[config.mk]
export PLATFORM = sky130hd
export DESIGN_NAME = ram_port_arbiter
export DESIGN_NICKNAME = d
export VERILOG_FILES = /design/src/rtl/ram_port_arbiter.sv
export SDC_FILE = /design/constraint.sdc
export NUM_CORES = 1
export LEC_CHECK = 0
export CAP_MARGIN = 40
export CELL_PAD_IN_SITES_DETAIL_PLACEMENT = 0
export CELL_PAD_IN_SITES_GLOBAL_PLACEMENT = 2
export CORE_MARGIN = 2
export CORE_UTILIZATION = 19
export CTS_CLUSTER_DIAMETER = 100
export CTS_CLUSTER_SIZE = 28
export DETAILED_ROUTE_END_ITERATION = 6
export PLACE_DENSITY_LB_ADDON = 0.25
export SLEW_MARGIN = 40
export SYNTH_ARGS = -nofsm -noshare
export SYNTH_HDL_FRONTEND = slang
export SYNTH_SLANG_ARGS = --single-unit
[constraint.sdc]
create_clock -name aclk -period 1.4 [get_ports aclk]
set_input_delay 0.21 -clock aclk [delete_from_list [all_inputs] [get_ports aclk]]
set_output_delay 0.21 -clock aclk [all_outputs]
set_load 0.05 [all_outputs]
[src/rtl/ram_port_arbiter.sv]
// rtl/ram_port_arbiter.sv - fetch vs load/store arbiter for the shared 4KB RAM
module ram_port_arbiter #(
    parameter int STARVE_MAX = 4
) (
    input  logic        aclk,
    input  logic        aresetn,
    input  logic        inst_req,
    input  logic [31:0] inst_addr,
    output logic        inst_ready,
    output logic        inst_rvalid,
    output logic [31:0] inst_rdata,
    input  logic        data_req,
    input  logic        data_wr,
    input  logic [3:0]  data_wstrb,
    input  logic [31:0] data_addr,
    input  logic [31:0] data_wdata,
    output logic        data_ready,
    output logic        data_rvalid,
    output logic [31:0] data_rdata,
    output logic        ram_we,
    output logic [3:0]  ram_wsel,
    output logic [31:0] ram_waddr,
    output logic [31:0] ram_wdata,
    output logic [31:0] ram_raddr,
    input  logic [31:0] ram_rdata
);

    localparam logic [3:0] LP_STARVE_MAX = 4'(STARVE_MAX);

    logic        w_gnt_data;
    logic        w_gnt_inst;
    logic        w_load;
    logic        w_store;
    logic [3:0]  r_starve_cnt;
    logic        r_inst_rvalid;
    logic [31:0] r_inst_rdata;
    logic        r_data_rvalid;
    logic [31:0] r_data_rdata;
    logic        r_ram_we;
    logic [3:0]  r_ram_wsel;
    logic [31:0] r_ram_waddr;
    logic [31:0] r_ram_wdata;

    // One grant per cycle: data wins unless fetch has waited STARVE_MAX data grants; no grants in reset.
    always_comb begin
        w_gnt_data = aresetn & data_req & (~inst_req | (r_starve_cnt < LP_STARVE_MAX));
        w_gnt_inst = aresetn & inst_req & ~w_gnt_data;
        w_load     = w_gnt_data & ~data_wr;
        w_store    = w_gnt_data & data_wr & (|data_wstrb);
        ram_raddr  = w_gnt_data ? data_addr : inst_addr;
    end

    assign inst_ready  = w_gnt_inst;
    assign data_ready  = w_gnt_data;
    assign inst_rvalid = r_inst_rvalid;
    assign inst_rdata  = r_inst_rdata;
    assign data_rvalid = r_data_rvalid;
    assign data_rdata  = r_data_rdata;
    assign ram_we      = r_ram_we;
    assign ram_wsel    = r_ram_wsel;
    assign ram_waddr   = r_ram_waddr;
    assign ram_wdata   = r_ram_wdata;

    // Count data grants taken while fetch is waiting; the grant rule caps it at STARVE_MAX.
    always_ff @(posedge aclk) begin
        if (!aresetn) begin
            r_starve_cnt <= 4'd0;
        end else if (w_gnt_data && inst_req) begin
            r_starve_cnt <= r_starve_cnt + 4'd1;
        end else begin
            r_starve_cnt <= 4'd0;
        end
    end

    // Capture the combinational RAM word at the grant edge; rdata holds between pulses.
    always_ff @(posedge aclk) begin
        if (!aresetn) begin
            r_inst_rvalid <= 1'b0;
            r_inst_rdata  <= 32'd0;
            r_data_rvalid <= 1'b0;
            r_data_rdata  <= 32'd0;
        end else begin
            r_inst_rvalid <= w_gnt_inst;
            r_data_rvalid <= w_load;
            if (w_gnt_inst) begin
                r_inst_rdata <= ram_rdata;
            end
            if (w_load) begin
                r_data_rdata <= ram_rdata;
            end
        end
    end

    // Register store commands so the RAM sees a clean one-cycle write enable.
    always_ff @(posedge aclk) begin
        if (!aresetn) begin
            r_ram_we    <= 1'b0;
            r_ram_wsel  <= 4'd0;
            r_ram_waddr <= 32'd0;
            r_ram_wdata <= 32'd0;
        end else begin
            r_ram_we <= w_store;
            if (w_store) begin
                r_ram_wsel  <= data_wstrb;
                r_ram_waddr <= data_addr;
                r_ram_wdata <= data_wdata;
            end
        end
    end

endmodule

==> summary by stage, run 1 <==
Run status
The flow ran to the end, but the final reports show violations. The checks that failed: negative setup slack.

Detailed routing
The initial DRC count is around 210. In the final routed layout, each cell accounts on average for 16.6 um. The detail route stage leaves a number of antenna-violating nets equal to 0. The number of search-and-repair iterations in the first detailed-routing pass is 4. The routed design has 22.3 mm of wire.

For this block, the via count after detailed routing is about 5500. After detailed routing, the number of remaining DRC violations is 0. The mean number of vias per cell is slightly above 4.

Clocking
The clock insertion delay at the later pin of the skew report is around 0.42 ns. The clock tree from TritonCTS is yes. The H-tree was split into 4 levels. The CTS clock-pin slew for the worst setup and hold paths is roughly 0.06 ns.

The clock passes through at most 2 buffers. The number of clock buffers added by TritonCTS is 17. The cell chosen for the clock root is sky130_fd_sc_hd__clkbuf_16. For this design, the CTS-stage hold fixing added 0 buffers.

The clock drives 139 sinks.

Timing
Timing would allow up to 528 MHz. Setup violations remaining at the end of the flow were counted as between 100 and 150. The number of hold violations in the final report is 0. Once routing completed, OpenROAD measured the worst setup slack at -0.494 ns.

On the final layout, the worst clock skew is 0.0138 ns. Dividing the final minimum period by the clock period gives 135%. Setup repair after global routing could not meet its margin everywhere. At the pin with the least slew margin, the transition time is 0.671 ns.

The worst hold-check slack is 0.350 ns. The minimum clock period after layout is 1.89 ns. Headroom to the max-slew limit came out at a little under three fifths.

The number of pins with negative max-slew slack in the final report is 0.

Setup path
The critical path buffer and inverter count is 2. For this run, the slowest stage of the critical path takes 0.33 ns. The category of the most critical setup path is reg -> out. The setup check on the worst reg-to-reg path leaves a slack of -0.44 ns. The type of origin of the critical path is a register.

Walking the worst path, the cells encountered are o21ai_4 > nand2_8 > buf_12 > mux2_2 > buf_12. The termination of the worst setup path is ram_raddr[27]. Among all stages on the critical path, the largest delay is contributed by sky130_fd_sc_hd__dfxtp_2. In this run the worst path has a maximum fanout of 14. The required time of the critical path is about 1.2 ns.

The startpoint identified for the worst register-to-register timing path is r_starve_cnt[2]. The data arrival time of the critical path is 1.68 ns. In this run the number of cells on the critical path is 5.

The most critical setup path has its startpoint at r_starve_cnt[2]. The critical path capture point type is a primary output. The end of the worst register-to-register path is data_rdata[31].

Grouping stages by cell kind, the critical path spends the most delay in flip-flops. The cell with the most instances on the worst path is sky130_fd_sc_hd__buf_12. The depth of the worst register-to-register path is 9.

Synth
In this run the cell area of the synthesized design comes to 5570 sq um. The Yosys warning count is 0. Sorting the synthesized cells by how often they occur yields sky130_fd_sc_hd__dfxtp_1, sky130_fd_sc_hd__nand2_1, sky130_fd_sc_hd__nand4_1, sky130_fd_sc_hd__mux2i_1, sky130_fd_sc_hd__o21ai_0. The most frequent cell after synthesis is sky130_fd_sc_hd__dfxtp_1. The proportion of netlist area held by the largest area contributor is between 40% and 50%. The count of state elements after synthesis is between 100 and 150. The cell taking the most area after synthesis is sky130_fd_sc_hd__dfxtp_1.

The async set-or-reset flop fraction in the synthesized netlist is 0%. The number of flops mapped to enable cells by yosys is 0. Dividing the synthesized area by the synthesized cell count gives 9.16 sq um.

The synthesized netlist contains 26 unique library cells. The most used flip-flop cell after synthesis is sky130_fd_sc_hd__dfxtp_1. The cell count after synthesis came out at between 600 and 700. The share of the Yosys chip area taken by registers is 49.9%. The net count after synthesis is approximately 750.

In the post-synthesis netlist, the biggest area contributors are sky130_fd_sc_hd__dfxtp_1, sky130_fd_sc_hd__mux2i_1, sky130_fd_sc_hd__nand2_1, sky130_fd_sc_hd__nand4_1, sky130_fd_sc_hd__mux2_2.

Die
The horizontal die dimension is roughly 180 um. For this configuration, the core starts out at a cell density of approximately a fifth. The die is 175 um tall. The floorplan step defined a die boundary enclosing 30700 sq um. The top-level port count is 306. The total area inside the core boundary comes to approximately 29000 sq um. In this run the core area contains slightly above 60 standard-cell rows.

Global routing
Entering global routing, the biggest net connects 133 pins. The number of global-route vias before repair came to 5634. Global routing finished with a remaining overflow of 0. The first global-routing pass estimated 34.2 mm of wire.

The initial antenna violation count was 2. Global routing consumed, over all layers together, between 10% and 20% of the routing resources.

Final layout
The final instance area is roughly 12000 sq um. At the end of the flow, the number of nets in the layout was 1082. The fraction of final layout cells sized beyond drive strength 1 is between 30% and 40%. Cells fill 41.7% of the core in the end. From synthesis to final layout, the design area changed by 115%.

Power and ir drop
The power per unit of standard cell area is 1040 nW/um^2. The leakage power total is 0.00480 uW. The largest vdd supply drop is 0.571 mV. The overall power after layout is around 13000 uW.

Place
At the placement stage, the worst setup path has a slack of -0.455 ns. The instance area after placement is about 11000 sq um. The half-perimeter wire length after placement is 15.1 mm. The final weighted congestion of routability-driven global placement is 0.733. The number of buffer cells added on primary ports is 305.

Run
The max-capacitance violation count is 0.

Worst hold path
The worst min-delay path category is in -> reg.
-- cell families after synthesis --
family / Yosys count / share of synthesized area, %
xor+xnor: 1 / 0.157
other cells: 1 / 0.0673
mux: 96 / 18.0
fa+ha+maj: 1 / 0.225
compound gates: 72 / 7.19
buf+inv: 89 / 6.89
simple gates: 209 / 17.6
flops: 139 / 49.9
-- per-layer routing --
metal	up-vias	wire length, um	GRT usage [%]
met5	-	0	0
met4	0	509	5.83
met3	20	1190	3.26
met2	159	10900	24.0
met1	2581	9760	18.0
li1	2763	-	-
-- how the worst min path moves through the flow --
stage	start	end	slack [ns]	cells past startpoint
6_report	data_wdata[14]	ram_wdata[14]	0.35	3
5_1_grt	data_wdata[14]	ram_wdata[14]	0.35	3
4_1_cts	data_wdata[14]	ram_wdata[14]	0.33	3
3_5_place_dp	r_starve_cnt[0]	r_starve_cnt[0]	0.42	1
3_3_place_gp	r_starve_cnt[0]	r_starve_cnt[0]	0.42	1
2_1_floorplan	data_req	inst_rvalid	0.30	1
-- power by group --
part / leakage, uW / internal (uW) / switching [uW]
registers: 0.00114 / 4170 / 220
logic: 0.00337 / 1710 / 1700
clock network: 0.000291 / 2820 / 1890
total: 0.00480 / 8700 / 3810
-- metrics by stage --
step | TNS [ns] | instances
floorplan | -0.858 | 608
global placement | -62.87 | 1285
detailed placement | -64.53 | 1285
CTS | -40.25 | 1337
global route | -61.50 | 1342
finish | -47.82 | 1342
-- worst reg2reg max path, cell delays in order (launching register included) --
cell and delay, ns:
sky130_fd_sc_hd__dfxtp_2 0.33, sky130_fd_sc_hd__o21ai_4 0.22, sky130_fd_sc_hd__buf_4 0.15, sky130_fd_sc_hd__buf_6 0.08, sky130_fd_sc_hd__buf_6 0.08, sky130_fd_sc_hd__buf_6 0.12, sky130_fd_sc_hd__and3b_2 0.22, sky130_fd_sc_hd__buf_12 0.12
sky130_fd_sc_hd__bufbuf_16 0.27, sky130_fd_sc_hd__mux2i_1 0.17
-- repair_timing --
action / CTS / global route
setup buffers: 12 / 3
setup endpoints to repair: 129 / 164
resized for setup: 54 / 4
gates cloned: 9 / 0
pin swaps: 4 / 2
-- layout make-up --
class	instances	area, sq um
fillers	2746	16800
inverters	33	128
diodes	2	5.00
multi-input cells	381	2570
repair buffers	372	5430
clock buffers	18	429
flip-flops and latches	139	2790
well taps	384	480
clock inverters	13	165
-- cells in the final DEF (no fill, tap or decap), types with 3 or more instances in the layout --
master and count:
sky130_fd_sc_hd__bufinv_16 3, sky130_fd_sc_hd__buf_4 33, sky130_fd_sc_hd__mux2_2 4, sky130_fd_sc_hd__inv_1 32, sky130_fd_sc_hd__dfxtp_1 137, sky130_fd_sc_hd__inv_6 4, sky130_fd_sc_hd__mux2i_1 64, sky130_fd_sc_hd__buf_6 34
sky130_fd_sc_hd__buf_12 160, sky130_fd_sc_hd__buf_8 3, sky130_fd_sc_hd__mux2_4 28, sky130_fd_sc_hd__nand4_1 68, sky130_fd_sc_hd__o21ai_2 9, sky130_fd_sc_hd__o21ai_0 56, sky130_fd_sc_hd__nand2_1 133, sky130_fd_sc_hd__clkbuf_16 17
sky130_fd_sc_hd__clkinv_2 3, sky130_fd_sc_hd__o21ai_1 3, sky130_fd_sc_hd__clkdlybuf4s50_1 134, sky130_fd_sc_hd__buf_16 6
-- flip-flops by register name, indices dropped and copies added, names as in the netlist --
register and flops:
data_rdata 32, data_rvalid 1, inst_rdata 32, inst_rvalid 1
r_starve_cnt 4, ram_waddr 32, ram_wdata 32, ram_we 1
ram_wsel 4
(Power assumes the default switching activity.)
==> run 2: changes to the inputs <==
--- a/config.mk
+++ b/config.mk
@@ -13,7 +13,7 @@
 export CTS_CLUSTER_DIAMETER = 100
 export CTS_CLUSTER_SIZE = 28
 export DETAILED_ROUTE_END_ITERATION = 6
-export PLACE_DENSITY_LB_ADDON = 0.25
+export PLACE_DENSITY_LB_ADDON = 0.3
 export SLEW_MARGIN = 40
 export SYNTH_ARGS = -nofsm -noshare
 export SYNTH_HDL_FRONTEND = slang
==> run 2 against run 1 <==
The run still ends with negative setup slack left; maximum frequency fell by 0.57%; hold slack lost 0.045 ns; largest power group unchanged; cell count fell by 0.37%; clock power hardly changed; die area unchanged; critical endpoint is now ram_raddr[0].
==> summary by stage, run 2 (same netlist as run 1, synthesis figures left out) <==
Final layout
The area growth from synthesis to layout is 113%. With fillers left out, the area of the finished cells amounts to 11900 sq um. The top cell types in the final layout, fill and taps aside, are sky130_fd_sc_hd__buf_12, sky130_fd_sc_hd__dfxtp_1, sky130_fd_sc_hd__clkdlybuf4s50_1, sky130_fd_sc_hd__nand2_1, sky130_fd_sc_hd__nand4_1. 0 antenna diodes ended up in the layout.

The number of nets in the layout is 1078. The count of non-filler cells in the finished layout is between 1000 and 1500. The final standard cell utilization of the core is between 40% and 50%.

The fraction of final layout cells sized beyond drive strength 1 is roughly a third. The library cell used most frequently in the layout, excluding fill and tap cells, is sky130_fd_sc_hd__buf_12.

Setup path
Together, buffers and inverters on the worst path number 2. STA classifies the critical path endpoint as a primary output. The critical path's slowest cell is sky130_fd_sc_hd__dfxtp_2.

Grouping stages by cell kind, the critical path spends the most delay in flip-flops. The worst setup path is launched from a register. Data on the critical path is required at its endpoint by 1.19 ns.

The reg-to-reg setup timing slack is -0.26 ns. Walking the worst path, the cells encountered are o21ai_4 > nand2_8 > buf_12 > mux2_4 > buf_6. The data arrival time of the critical path is ~1.7 ns. On the worst path, the slowest cell contributes a delay of 0.34 ns. The category of the most critical setup path is reg -> out.

Of all nets on the critical path, the largest fanout is 12.

Detailed routing
After the first detailed-routing iteration, the DRC count stood at 215. The number of vias after detailed routing is 5513. The mean number of vias per cell is slightly above 4. The detail route stage leaves a number of antenna-violating nets equal to 0. The final layout contains routed wiring with a total length of 22.2 mm. The routed wirelength normalized by instance count is 16.6 um. The number of remaining DRC errors is 0. For this run, the detailed router's first-pass iteration total came to 4.

Global routing
The sum of overflow across all layers after global routing is 0. The initial antenna violation count is 0. The maximum number of pins on one net before global-route repair is 73.

The combined global-route utilization of all metal layers is approximately 14%. The number of global-route vias before repair was 5698. The first global-routing pass estimated 34.3 mm of wire.

Timing
The number of pins with negative max-slew slack in the final report is 0. The number of hold violations in the final report is 0. The post-route clock skew is 0.0109 ns.

The worst relative slew slack is 65.2%. Setup violations remaining at the end of the flow were counted as ~140. The worst path in the final design needs a cycle of 1.90 ns, including I/O delays and setup. Across all hold checks on the routed design, the worst slack comes to 0.306 ns. Setup repair after global routing could not meet its margin everywhere. The actual transition at the worst max-transition pin is around 0.52 ns. The final total negative setup slack is -33.37 ns. The peak clock frequency supported by timing is between 500 and 600 MHz.

The post-layout worst setup margin is -0.505 ns. The share of the clock period used by the worst path is 136%.

Run status
The flow ran to the end, but the final reports show violations. The checks that failed: negative setup slack.

Power and ir drop
Summed over all cells, the static leakage comes to about 0.0048 uW. Power spread over the standard cell area amounts to ~1000 nW/um^2. VDD sags by at most 0.691 mV.

Die
The horizontal die dimension is approximately 180 um. Once the floorplan was initialized, standard cells occupied between 15 and 20% of the core. The number of placement rows is 62.

The area of the die is 30700 sq um. The area of the core region is 28800 sq um. From bottom edge to top edge, the die measures 175 um. In this run the count of I/O pins placed on the die edge is around 310.

Place
The half-perimeter wire length after placement is 15.6 mm. The congestion estimate from routability-driven global placement came to 0.742. The instance area after placement is 10800 sq um. In this run the tool buffered the top-level ports with between 300 and 400 buffer cells.

Once placement completed, the tool counted placed cells totaling 1285.

Clocking
The number of CTS-inserted buffers is 17. CTS built an H-tree with a depth of 4. The clock insertion delay at the later pin of the skew report is 0.42 ns. The sink count of the clock tree is 139. After clock tree synthesis, the clock-pin slew on the worst setup and hold paths is approximately 0.070 ns.

The clock tree from TritonCTS is yes. The cell chosen for the clock root is sky130_fd_sc_hd__clkbuf_16. The clock passes through at most 2 buffers.

Run
The tool flagged a number of max-cap violations equal to 0.

Worst hold path
The worst min-delay path category is in -> reg.
-- run 2: cell count changes in the layout (fill, tap and decap cells not counted), moves of 2 or more --
cell                       before  now
sky130_fd_sc_hd__clkinv_2       3    1
sky130_fd_sc_hd__buf_4         33   39
sky130_fd_sc_hd__diode_2        2    0
sky130_fd_sc_hd__buf_16         6    3
sky130_fd_sc_hd__buf_8          3    0
sky130_fd_sc_hd__inv_8          0    2
sky130_fd_sc_hd__buf_6         34   31
-- run 2: metal layers --
| layer | GRT usage [%] | part of all wire [%] | vias up |
|---|---|---|---|
| met4 | 5.38 | 2.4 | 0 |
| met5 | 0 | 0 | - |
| met1 | 16.9 | 41 | 2587 |
| met2 | 24.5 | 50 | 148 |
| met3 | 4.70 | 6.2 | 24 |
| li1 | - | - | 2754 |
-- run 2: final timing paths --
path / from / end / cells after the start
worst max-delay path: r_starve_cnt[2] / ram_raddr[0] / 5
worst min-delay path: aresetn / inst_rvalid / 4
worst max register to register: r_starve_cnt[2] / ram_wdata[23] / 7
worst min register to register: r_starve_cnt[0] / r_starve_cnt[0] / 1
-- run 2: final cells by class --
type                    instances  area, sq um
clock buffers                  19          443
clock inverters                13          156
fillers                      2770        16900
inverters                      33          128
multi-input cells             380         2560
flip-flops and latches        139         2790
well taps                     384          480
repair buffers                369         5320
-- run 2: repair_timing --
action | CTS | global route
setup endpoints to repair | 128 | 162
endpoints found under the hold margin | 0 | 0
pin swaps | 4 | 1
cloned | 4 | 1
hold buffers | 0 | 0
gates resized for setup | 44 | 0
buffers inserted | 6 | 9
-- run 2: power breakdown --
group / total [uW] / switching (uW) / internal (uW)
clock network: 4670 / 1940 / 2730
logic: 3400 / 1700 / 1690
registers: 4390 / 221 / 4170
-- run 2: metrics by stage --
stage	setup WS, ns	total power [uW]
after detailed placement	-0.468	7770
after global placement	-0.437	7760
after CTS	-0.535	12600
final	-0.505	12500
after global routing	-0.577	13000
after floorplan	-0.0292	5960
-- run 2: worst register-to-register path: cells and delay by family (launching register included) --
kind | cells | cell delay, ns
and+or+nand+nor | 1 | 0.21
buffers and inverters | 4 | 0.69
AOI/OAI and AO/OA | 2 | 0.31
DFF | 1 | 0.34
